**src/rtl/btn_event_buffer.sv**
```systemverilog
// btn_event_buffer: synchronised, debounced button events queued in a FIFO behind an MMIO window; define BTN_IRQ_EN for irq
module btn_event_buffer #(
   parameter int NUM_BTN         = 2,
   parameter int DEBOUNCE_CYCLES = 4,
   parameter int FIFO_DEPTH      = 8,
   parameter bit ACTIVE_LOW      = 1
) (
   input  logic               clk,
   input  logic               rst_n,
   input  logic [NUM_BTN-1:0] btn,
   input  logic               bus_sel,
   input  logic               bus_we,
   input  logic [3:0]         bus_addr,
   input  logic [31:0]        bus_wdata,
   output logic [31:0]        bus_rdata
`ifdef BTN_IRQ_EN
   ,
   output logic               irq
`endif
);
   localparam int CW = $clog2(DEBOUNCE_CYCLES + 1);
   localparam int AW = $clog2(FIFO_DEPTH);
   localparam logic [CW-1:0] CMAX = CW'(DEBOUNCE_CYCLES - 1);
   localparam logic [NUM_BTN-1:0] IDLE = {NUM_BTN{ACTIVE_LOW}};
   logic [NUM_BTN-1:0] s1, s2, pressed, stable, tog, pending, pedge, grant;
   logic [CW-1:0]      cnt [NUM_BTN];
   logic [8:0]         mem [FIFO_DEPTH];
   logic [8:0]         head;
   logic [AW-1:0]      wptr, rptr;
   logic [AW:0]        count;
   logic [7:0]         gch;
   logic               gedge, ovf, empty, full, rd, wr, flush, clr, push, pop, acc, drop, ovf_set, irq_en;
   logic [1:0]         a;
   logic [31:0]        rsel, status, ctrl_rd;
   logic               unused;
   always_ff @(posedge clk or negedge rst_n)
      if (!rst_n) begin
         s1 <= IDLE;
         s2 <= IDLE;
      end else begin
         s1 <= btn;
         s2 <= s1;
      end
   assign pressed = ACTIVE_LOW ? ~s2 : s2;
   // a channel toggles once its new level has been seen on DEBOUNCE_CYCLES consecutive edges
   always_comb begin
      tog = '0;
      for (int k = 0; k < NUM_BTN; k++)
         tog[k] = (pressed[k] != stable[k]) && (cnt[k] == CMAX);
   end
   always_ff @(posedge clk or negedge rst_n)
      if (!rst_n) begin
         stable <= '0;
         for (int k = 0; k < NUM_BTN; k++) cnt[k] <= '0;
      end else begin
         stable <= stable ^ tog;
         for (int k = 0; k < NUM_BTN; k++)
            cnt[k] <= (pressed[k] == stable[k] || tog[k]) ? '0 : cnt[k] + 1'b1;
      end
   always_comb begin
      grant = '0;
      gch   = '0;
      gedge = 1'b0;
      for (int k = NUM_BTN - 1; k >= 0; k--)
         if (pending[k]) begin
            grant    = '0;
            grant[k] = 1'b1;
            gch      = 8'(k);
            gedge    = pedge[k];
         end
   end
   assign a       = bus_addr[3:2];
   assign rd      = bus_sel & ~bus_we;
   assign wr      = bus_sel & bus_we;
   assign flush   = wr && a == 2'd3 && bus_wdata[0];
   assign clr     = wr && a == 2'd3 && bus_wdata[1];
   assign empty   = count == '0;
   assign full    = count == (AW+1)'(FIFO_DEPTH);
   assign pop     = rd && a == 2'd1 && !empty;
   assign push    = |pending & ~flush;
   assign acc     = push & (~full | pop);
   assign drop    = push & full & ~pop;
   assign ovf_set = ~flush & (drop | (|(tog & pending & ~grant)));
   assign head    = mem[rptr];
   assign status  = {13'b0, full, empty, ovf, 16'(count)};
   assign ctrl_rd = {29'b0, irq_en, 2'b00};
   assign rsel    = a == 2'd0 ? 32'(stable) :
                    a == 2'd1 ? (empty ? 32'b0 : {1'b1, 22'b0, head}) :
                    a == 2'd2 ? status : ctrl_rd;
   always_ff @(posedge clk)
      if (acc) mem[wptr] <= {gedge, gch};
   // a toggle lands in pending even while the previous one is being pushed; only a genuine overwrite is overflow
   always_ff @(posedge clk or negedge rst_n)
      if (!rst_n) begin
         pending   <= '0;
         pedge     <= '0;
         wptr      <= '0;
         rptr      <= '0;
         count     <= '0;
         ovf       <= 1'b0;
         bus_rdata <= '0;
      end else begin
         pending <= flush ? '0 : (pending & ~grant) | tog;
         pedge   <= (pedge & ~tog) | (tog & ~stable);
         wptr    <= flush ? '0 : wptr + AW'(acc);
         rptr    <= flush ? '0 : rptr + AW'(pop);
         count   <= flush ? '0 : count + (AW+1)'(acc) - (AW+1)'(pop);
         ovf     <= ovf_set | (ovf & ~clr);
         if (rd) bus_rdata <= rsel;
      end
`ifdef BTN_IRQ_EN
   always_ff @(posedge clk or negedge rst_n)
      if (!rst_n) begin
         irq_en <= 1'b0;
         irq    <= 1'b0;
      end else begin
         if (wr && a == 2'd3) irq_en <= bus_wdata[2];
         irq <= irq_en & (~empty | ovf);
      end
   assign unused = ^{bus_addr[1:0], bus_wdata[31:3]};
`else
   assign irq_en = 1'b0;
   assign unused = ^{bus_addr[1:0], bus_wdata[31:2]};
`endif
endmodule

```
**config.mk**
```make
export PLATFORM = sky130hd
export DESIGN_NAME = btn_event_buffer
export DESIGN_NICKNAME = d
export VERILOG_FILES = /design/src/rtl/btn_event_buffer.sv
export SDC_FILE = /design/constraint.sdc
export NUM_CORES = 1
export LEC_CHECK = 0
export BUFFER_PORTS_ARGS = -buffer_cell sky130_fd_sc_hd__buf_2
export CORE_ASPECT_RATIO = 0.6
export CORE_MARGIN = 2
export CORE_UTILIZATION = 51
export DETAILED_ROUTE_END_ITERATION = 8
export GPL_ROUTABILITY_DRIVEN = 1
export PLACE_DENSITY_LB_ADDON = 0.08
export SYNTH_ARGS = -nofsm -noshare
export SYNTH_HDL_FRONTEND = slang
export SYNTH_SLANG_ARGS = --single-unit
```
**constraint.sdc**
```tcl
create_clock -name clk -period 3.4 [get_ports clk]
set_clock_uncertainty 0.15 [all_clocks]
set_input_delay 0.51 -clock clk [delete_from_list [all_inputs] [get_ports clk]]
set_output_delay 0.51 -clock clk [all_outputs]
set_load 0.005 [all_outputs]
```
==> impl_results.md <==
- CP max-delay cell: or4_1
- Gr usage total: 0.1686
- Top Family by Delay on Critical Path: simple AND/OR/NAND/NOR gates
- Worst R2R Start: count[2]
- VDD IR-drop max: 0.3239 mV
- Final hold violation count: 0
- DRC Markers: 0
- Inst Count DP: between 200 and 300
- Synth area leaders: dfrtp_1, edfxtp_1, buf_4, ha_1, dfstp_2
- Worst EP arrival: ~2.8 ns
- # rows: 19
- Largest net degree at the start of global routing: 37
- Syn Std Cell Area: 2465 µm²
- Combinational power share: 0.295
- WL per Instance: 14.05 µm
- Sequential area share after synthesis: 0.5624
- Final setup fails: 0
- First-pass GRT wire length: ~6700 µm
- Status: completed
- Initial antenna violation count: 0
- CP bufs+invs: 1
- Maximum clock rate: 367.2 MHz
- Area leader, netlist: dfrtp_1
- Relative slew slack: 0.4703
- DR iter-0 viols: 48
- Sequential power share: 0.518
- Port buffer count: 18
- Slew Limit Fails: 0
- CP endpoint kind: flip-flop
- Vert. Die Dim: roughly 58 µm
- Pwr per Cell Area: slightly below 700 nW/µm²
- RSZ-0062 raised after global routing: false
- Mean number of vias per cell: between 5 and 6
- Clock Pin Slew Worst Setup and Hold Paths: 0.09 ns
- Setup Crit Path Kind: reg -> reg
- Core Region: ~4600 µm²
- ANT cells: 0
- # IOs: between 70 and 80
- Min Tclk post-route: 2.723 ns
- Leakage Power: approximately 1.2 nW
- Period utilization: 0.8010
- Sw frac: 0.3287
- Number of global-route vias before repair: between 1,000 and 1,500
- CTS HTree Levels: 2
- Post-CTS setup buffers: 0
- CTS max path bufs: 2
- TNS Setup: 0 ns
- Die area: between 5000 and 6000 µm²
- Clock tree from TritonCTS: done
- Yosys cell types: 39
- Switch Pwr: between 0.5 and 0.6 mW
- Initial core utilization: 0.5345
- Area growth, synth to finish: 6.244%
- Series of cell instances along the critical path: inv_1 -> ha_1 -> nor3b_1 -> or4_1 -> or2_2 -> nand2_1 -> ha_1 -> fa_1 -> and2_1
- Slew @ Worst Pin: 0.7945 ns
- Hold_buf cts: 0
- Setup slack, reg-to-reg: 0.68 ns
- Hold Crit Class: in -> async
- Biggest cell delay along the critical path: 0.51 ns
- CTS resizes: 0
- Drt first pass iters: 4
- CP required: between 3 and 4 ns
- P_int: roughly 1.2 mW
- Yosys warnings: 0
- Nets: 280
- Share of the synthesized area in the top cell type: 0.3249
- Synth Instances: between 200 and 250
- Hpwl dp: just over 3000 µm
- Maxcap violations: 0
- Worst R2R End: count[1]
- Post-Route WL: ~4100 µm
- Reg2reg path depth: 9
- Most used cell, CP: ha_1
- GP Congestion: between 0.7 and 0.8
- GRT overflow: 0
- Yosys reg bits: 52
- CP Max Fanout: 3
- CTS sink count: 52
- Share of cells above drive strength 1: 0.1726
- DRT antenna net count: 0
- Clock Latency Late Sink: roughly 0.30 ns
- Final cell count without fillers: approximately 290
- Total number of vias: 1,456
- Clock root cell: clkbuf_8
- Startpoint types: flip-flop
- Clk pwr share: 0.186
- Die Wd: 93.75 µm
- Inserted Clock Buffers: 5
- Post-Syn Area per Cell: 12.08 µm²
==> final cells by class <==
type                       count  area [µm²]
multi-input combinational    136       930.9
inverter                      11       41.29
timing repair buffer          19       97.59
tap                           63       78.83
fill                         389        1993
sequential                    52        1386
clock inverter                 2       11.26
clock buffer                   6       72.57
==> placed cells by master (no fill, tap or decap), types with 2 or more instances in the layout <==
| cell type | count |
|---|---|
| mux4_2 | 4 |
| clkbuf_8 | 5 |
| and2_1 | 6 |
| buf_2 | 18 |
| conb_1 | 23 |
| dfrtp_1 | 32 |
| dfstp_2 | 4 |
| mux2i_1 | 4 |
| nand3_1 | 2 |
| ha_1 | 12 |
| a22o_1 | 5 |
| xnor2_1 | 7 |
| o21a_1 | 2 |
| nor3_1 | 3 |
| nor2_1 | 20 |
| nand2b_1 | 4 |
| edfxtp_1 | 16 |
| nand2_1 | 15 |
| o21ai_0 | 4 |
| a21oi_1 | 6 |
| inv_1 | 11 |
| nor3b_1 | 3 |
==> worst max path at each step <==
| stage | slack (ns) | depth (start not counted) | startpoint | to |
|---|---|---|---|---|
| 6_report | 0.68 | 9 | count[2] | count[1] |
| 5_1_grt | 0.50 | 11 | count[2] | count[2] |
| 4_1_cts | 0.66 | 9 | count[2] | count[1] |
| 3_5_place_dp | 0.68 | 10 | count[2] | count[3] |
| 3_3_place_gp | 0.71 | 9 | count[2] | count[1] |
| 2_1_floorplan | 0.71 | 10 | count[2] | count[1] |
==> power groups by stage <==
stage / clock [mW] / sequential (mW) / combinational [mW]
finish: 0.334 / 0.931 / 0.531
floorplan: 0 / 0.893 / 0.441
detailed placement: 0 / 0.942 / 0.533
global placement: 0 / 0.934 / 0.502
CTS: 0.341 / 0.930 / 0.538
global route: 0.371 / 0.952 / 0.617
==> synthesized netlist by cell type, drive strengths merged <==
master and count:
dfrtp 32, buf 24, nor2 20, edfxtp 16
nand2 15, ha 12, inv 11, xnor2 7
a21oi 6, a22o 6, and2 6, nand2b 5
dfstp 4, mux2i 4, mux4 4, nor3 4
o21ai 4, clkbuf 3, nor3b 3, nand3 2
o21a 2, or4 2, a21o 1, a32oi 1
and3 1, and4 1, conb 1, fa 1
nand3b 1, nor2b 1, o311ai 1, o31ai 1
o41a 1, or2 1
==> state kept, by name, indices dropped and copies added (netlist names), named ones only <==
register,count
bus_rdata,9
s1,2
cnt,6
count,4
ovf,1
wptr,3
s2,2
pending,2
rptr,3
stable,2
mem,16
==> per-layer routing <==
layer / up-vias / track usage / part of all wire / wire, µm
li1: 694 / - / - / -
met1: 706 / 0.2491 / 0.49 / 2000
met2: 51 / 0.2469 / 0.43 / 1742
met3: 5 / 0.04681 / 0.070 / 283
met4: 0 / 0.04969 / 0.0086 / 35
met5: - / 0 / 0 / 0
==> cells by family after synthesis <==
family                     share of synthesized area
AOI/OAI and AO/OA                            0.06599
xor gates and xnor gates                     0.02487
adders and majority gates                    0.06903
buffers and inverters                        0.09340
DFF                                           0.5624
muxes                                        0.05279
other                                       0.001521
and+or+nand+nor                               0.1300
==> stage by stage <==
stage	cell area, µm²	hold WS, ns	total power, mW	util	setup WS [ns]
3_5_place_dp	2535	0.1981	1.475	0.5496	0.6820
4_1_cts	2619	0.1384	1.809	0.5678	0.6579
3_3_place_gp	2535	0.1971	1.437	0.5496	0.7149
6_report	2619	0.1339	1.795	0.5678	0.6767
5_1_grt	2619	0.1264	1.940	0.5678	0.5043
2_1_floorplan	2547	0.06441	1.334	-	0.7149
No activity file was read; power rests on OpenSTA's default activity.
